$ cat src/rtl/cdc_handshake_rx.sv
// Destination end of a toggle req/ack handshake: synchronises req_tgl, captures the
// stable source word, presents it with valid/ready and returns ack once consumed.
module cdc_handshake_rx #(
  parameter int unsigned DATA_WIDTH  = 32,
  parameter int unsigned SYNC_STAGES = 2
) (
  input  logic                  out_clk,
  input  logic                  rst,
  input  logic                  req_tgl,
  input  logic [DATA_WIDTH-1:0] data_in,
  input  logic                  out_ready,
  output logic [DATA_WIDTH-1:0] data_out,
  output logic                  data_valid,
  output logic                  ack_tgl,
  output logic                  proto_err
);

  typedef enum logic [0:0] {StIdle, StHold} state_e;

  state_e                  r_state;
  state_e                  w_state_nxt;
  logic [SYNC_STAGES-1:0]  r_sync;
  logic                    w_req_s;
  logic                    r_req_seen;
  logic                    w_req_seen_nxt;
  logic                    r_req_prev;
  logic [DATA_WIDTH-1:0]   r_data;
  logic [DATA_WIDTH-1:0]   w_data_nxt;
  logic                    r_valid;
  logic                    w_valid_nxt;
  logic                    r_ack;
  logic                    w_ack_nxt;
  logic                    r_err;
  logic                    w_err_nxt;
  logic                    w_new_req;
  logic                    w_req_moved;

  // Only the last stage of the chain is ever looked at by the logic below.
  assign w_req_s     = r_sync[SYNC_STAGES-1];
  assign w_new_req   = (w_req_s != r_req_seen);
  assign w_req_moved = (w_req_s != r_req_prev);

  always_ff @(posedge out_clk or negedge rst) begin
    if (!rst) begin
      r_sync     <= '0;
      r_req_prev <= 1'b0;
    end else begin
      r_sync     <= {r_sync[SYNC_STAGES-2:0], req_tgl};
      r_req_prev <= w_req_s;
    end
  end

  always_ff @(posedge out_clk or negedge rst) begin
    if (!rst) begin
      r_state    <= StIdle;
      r_req_seen <= 1'b0;
      r_data     <= '0;
      r_valid    <= 1'b0;
      r_ack      <= 1'b0;
      r_err      <= 1'b0;
    end else begin
      r_state    <= w_state_nxt;
      r_req_seen <= w_req_seen_nxt;
      r_data     <= w_data_nxt;
      r_valid    <= w_valid_nxt;
      r_ack      <= w_ack_nxt;
      r_err      <= w_err_nxt;
    end
  end

  always_comb begin
    w_state_nxt    = r_state;
    w_req_seen_nxt = r_req_seen;
    w_data_nxt     = r_data;
    w_valid_nxt    = r_valid;
    w_ack_nxt      = r_ack;
    w_err_nxt      = r_err;
    unique case (r_state)
      StIdle: begin
        if (w_new_req) begin
          w_data_nxt  = data_in;
          w_valid_nxt = 1'b1;
          w_state_nxt = StHold;
        end
      end
      StHold: begin
        // A second toggle before ack is flagged but absorbed: req_seen jumps to req_s.
        if (w_req_moved) begin
          w_err_nxt = 1'b1;
        end
        if (out_ready) begin
          w_valid_nxt    = 1'b0;
          w_ack_nxt      = ~r_ack;
          w_req_seen_nxt = w_req_s;
          w_state_nxt    = StIdle;
        end
      end
      default: w_state_nxt = StIdle;
    endcase
  end

  assign data_out   = r_data;
  assign data_valid = r_valid;
  assign ack_tgl    = r_ack;
  assign proto_err  = r_err;

endmodule

$ cat config.mk
export PLATFORM = sky130hd
export DESIGN_NAME = cdc_handshake_rx
export DESIGN_NICKNAME = d
export VERILOG_FILES = /design/src/rtl/cdc_handshake_rx.sv
export SDC_FILE = /design/constraint.sdc
export NUM_CORES = 1
export LEC_CHECK = 0
export ABC_CLOCK_PERIOD_IN_PS = 3400
export CAP_MARGIN = 10
export CORE_MARGIN = 4
export CORE_UTILIZATION = 30
export CTS_CLUSTER_DIAMETER = 30
export DETAILED_ROUTE_END_ITERATION = 12
export GPL_TIMING_DRIVEN = 0
export PLACE_DENSITY = 0.6
export SLEW_MARGIN = 20
export SYNTH_ARGS = -nofsm -noshare
export SYNTH_HDL_FRONTEND = slang
export SYNTH_SLANG_ARGS = --single-unit
$ cat constraint.sdc
create_clock -name out_clk -period 3.4 [get_ports out_clk]
set_clock_uncertainty 0.05 [all_clocks]
set_input_delay 0.68 -clock out_clk [delete_from_list [all_inputs] [get_ports out_clk]]
set_output_delay 0.68 -clock out_clk [all_outputs]
set_load 0.1 [all_outputs]
Word-level counts from Yosys, hierarchy flattened
Cells that the tools add are included.

cells by class
  bitwise logic cells = 2
  muxes and demuxes = 6
  eq/ne operators = 4
  reduce and logical (&&, ||, !) cells = 4

operator list
  cell                  count
  $reduce_and A2 Y1     4
  $mux W1               4
  $ne A2 B2 Y1 const B  2
  $pmux W1 S2           2
  $ne A1 B1 Y1          2
  $not A1 Y1            2

word-level totals
  register bits after elaboration = 40
  input bits = 36

Longest topological paths before layout
  word-level depth = 3
  gate-level depth with buffers = 5
  depth with buffers taken out = 3

Worst setup path after synthesis
Ideal clock, no wire load.

  path type = reg-to-output
  start point = register r_valid, in the netlist data_valid
  end point = output data_valid
  setup slack = 1.758 ns
  required time = 2.670 ns
  path buffers = 0
  stages on the path, launching flop included = 1
  arrival = 0.912 ns
  cells stage by stage = dfrtp_1

RTL lines
  what                    line  text
  from (decl)             29    logic r_valid;
  from (signal assigned)  65    r_valid <= w_valid_nxt;
  to (decl)               13    output logic data_valid,

No word-level cell between the ends.

Worst setup path in the final report
  start point = register r_valid, in the netlist data_valid
  end point = output data_valid

No word-level cell between the ends.

==> flow_metrics.env <==
export IMPL_netlist_area_mm2=0.00162
export IMPL_syn_inst=87
export IMPL_cts_path_max_buffers=2
export IMPL_cts_resized_gates=0
export IMPL_async_flop_share_pct=100
export IMPL_busiest_layer="met2"
export IMPL_tns_ns=0
export IMPL_cp_top_family="buffers and inverters"
export IMPL_routed_wl_um=3590
export IMPL_cts_htree_levels=2
export IMPL_clk_pin_slew_ns=0.08
export IMPL_grt_util_all_layers_pct=11.6
export IMPL_synth_top_area_share_pct=61.7
export IMPL_period_needed_ns=2.54
export IMPL_hold_viol=0
export IMPL_start_kind="flop"
export IMPL_start_util_pct=31.4
export IMPL_grt_pass1_wl_um=5680
export IMPL_gr_usage_met2_pct=19.9
export IMPL_crit_buf_inv=1
export IMPL_port_buffers=70
export IMPL_fp_dieW_um=81.6
export IMPL_critPathKind="flop to output pin"
export IMPL_io_pins=71
export IMPL_maxCapViolations=0
export IMPL_syn_nets=123
export IMPL_grt_max_degree=30
export IMPL_dr_pass1_iters=4
export IMPL_synth_edf_count=0
export IMPL_setup_viol=0
export IMPL_routabilityCongestion=0.657
export IMPL_critPathMaxStageDelay_ns=1.14
export IMPL_cp_arrival_ns=1.81
export IMPL_yosys_warnings=0
export IMPL_drive_gt1_share_pct=25.5
export IMPL_ys_ff_latch=40
export IMPL_synth_top_cell_by_area="dfrtp_1"
export IMPL_numCtsBuffers=5
export IMPL_maxSlewViolCount=0
export IMPL_die_y_um=81.6
export IMPL_drt_initial_drc_count=34
export IMPL_wl_per_cell_um=15.3
export IMPL_dr_total_vias=993
export IMPL_whs_ns=0.219
export IMPL_antennaDiodeCount=0
export IMPL_grt_overflow=0
export IMPL_rsz0062_at_grt="no"
export IMPL_synth_main_ff_cell="dfrtp_1"
export IMPL_dp_hpwl_um=2700
export IMPL_final_period_utilization_pct=74.6
export IMPL_r2r_start="r_sync[1]"
export IMPL_yosysUniqueCellTypes=14
export IMPL_worst_setup_path_end_kind="output pin"
export IMPL_die_area_mm2=0.00665
export IMPL_cp_startpoint="data_valid"
export IMPL_syn_area_per_cell_um2=18.7
export IMPL_holdBufCountCts=0
export IMPL_cts_tree="yes"
export IMPL_met3_usage_pct=3.84
export IMPL_cp_data_required_time_ns=2.67
export IMPL_area_growth_pct=54.3
export IMPL_clk_latency_ns=0.28
export IMPL_post_route_drc_count=0
export IMPL_worst_slew_pin_slew_ns=0.987
export IMPL_viasPerCell=4.23
export IMPL_slew_headroom_pct=34.0
export IMPL_cts_sinks=40
export IMPL_grt_pass1_vias=1124
export IMPL_ant_nets=0
export IMPL_slowest_stage="clkdlybuf4s50_1"
export IMPL_cp_max_fo=3
export IMPL_design_core_area_mm2=0.00517
export IMPL_synthTopCellsByArea="dfrtp_1, mux2_4, buf_12"
export IMPL_use_met1_pct=13.2
export IMPL_cts_root_buf="clkbuf_8"
export IMPL_rows=26
export IMPL_crit_chain="clkdlybuf4s50_1"
export IMPL_antenna_found_initial=0
export IMPL_status="complete, no violations"
export IMPL_nets=201
export IMPL_postCtsSetupBuffers=0
export IMPL_ys_seq_area_share_pct=61.7
export IMPL_fmax_ghz=0.394
export IMPL_yosys_cell_count_top_type="dfrtp_1"
export IMPL_min_path_type="primary input to asynchronous set/reset pin"
export IMPL_synth_common_cells="dfrtp_1, mux2_4, buf_12, mux2_1, xor2_1"
==> flip-flops by register name (all words and copies together) (netlist names) <==
name        cells
r_req_prev      1
r_state         1
r_sync          2
proto_err       1
data_valid      1
r_req_seen      1
data_out       32
ack_tgl         1
==> worst paths after layout <==
path                               end  cells past startpoint  slack (ns)
setup / recovery            data_valid                      1        0.86
hold / removal                 ack_tgl                      1        0.22
setup reg to reg           data_out[6]                      5        1.79
hold reg to reg              r_sync[1]                      0        0.29
max in group asynchronous    proto_err                      2        2.63
min in group out_clk         r_sync[1]                      0        0.29
==> through the flow <==
stage	std cells	util, %	worst slack [ns]	instance area [um2]
after floorplan	87	-	1.76	1620
after global placement	227	46.6	0.672	2410
after detailed placement	228	46.9	1.15	2430
after CTS	235	48.4	0.831	2500
after global routing	235	48.4	0.796	2500
final	235	48.4	0.864	2500
==> logic make-up (layout without fill, tap and decap cells) <==
kind of cell	after synthesis	after routing	synth area share, %
XOR/XNOR	3	3	1.62
AND/OR/NAND/NOR	3	3	0.925
buffers and inverters	5	83	4.63
multiplexers	33	33	29.8
flip-flops	40	40	61.7
AO/OA/AOI/OAI	3	3	1.31
==> cells in the final DEF (no fill, tap or decap) <==
master | Yosys | final
clkdlybuf4s50_1 | 0 | 69
dfrtp_1 | 40 | 40
mux2_4 | 30 | 30
clkbuf_8 | 0 | 5
buf_12 | 3 | 4
mux2_1 | 3 | 3
xor2_1 | 2 | 2
nand2_1 | 1 | 1
o21a_1 | 1 | 1
and2b_1 | 1 | 1
buf_6 | 1 | 1
inv_1 | 1 | 1
nor2_1 | 1 | 1
o22ai_1 | 1 | 1
xnor2_1 | 1 | 1
a21o_1 | 1 | 1
clkinv_2 | 0 | 1
clkbuf_1 | 0 | 1
buf_2 | 0 | 1
==> routing by layer <==
layer | part of all wire, % | vias to the layer above
met3 | 8.7 | 5
met5 | 0 | -
met4 | 1.7 | 0
li1 | - | 450
met2 | 51 | 45
met1 | 39 | 493
==> area by class of cell <==
| cell class | instances | area (um2) |
|---|---|---|
| buffer | 4 | 71.3 |
| clock buffer | 6 | 72.6 |
| clock inverter | 1 | 5.00 |
| fill | 428 | 2670 |
| inverter | 1 | 3.75 |
| multi-input combinational | 42 | 547 |
| sequential | 40 | 1000 |
| tap | 70 | 87.6 |
| timing repair buffer | 71 | 716 |
Power is not shown: default switching activity piles up to over one toggle a cycle in this logic, so the estimate is an artifact.
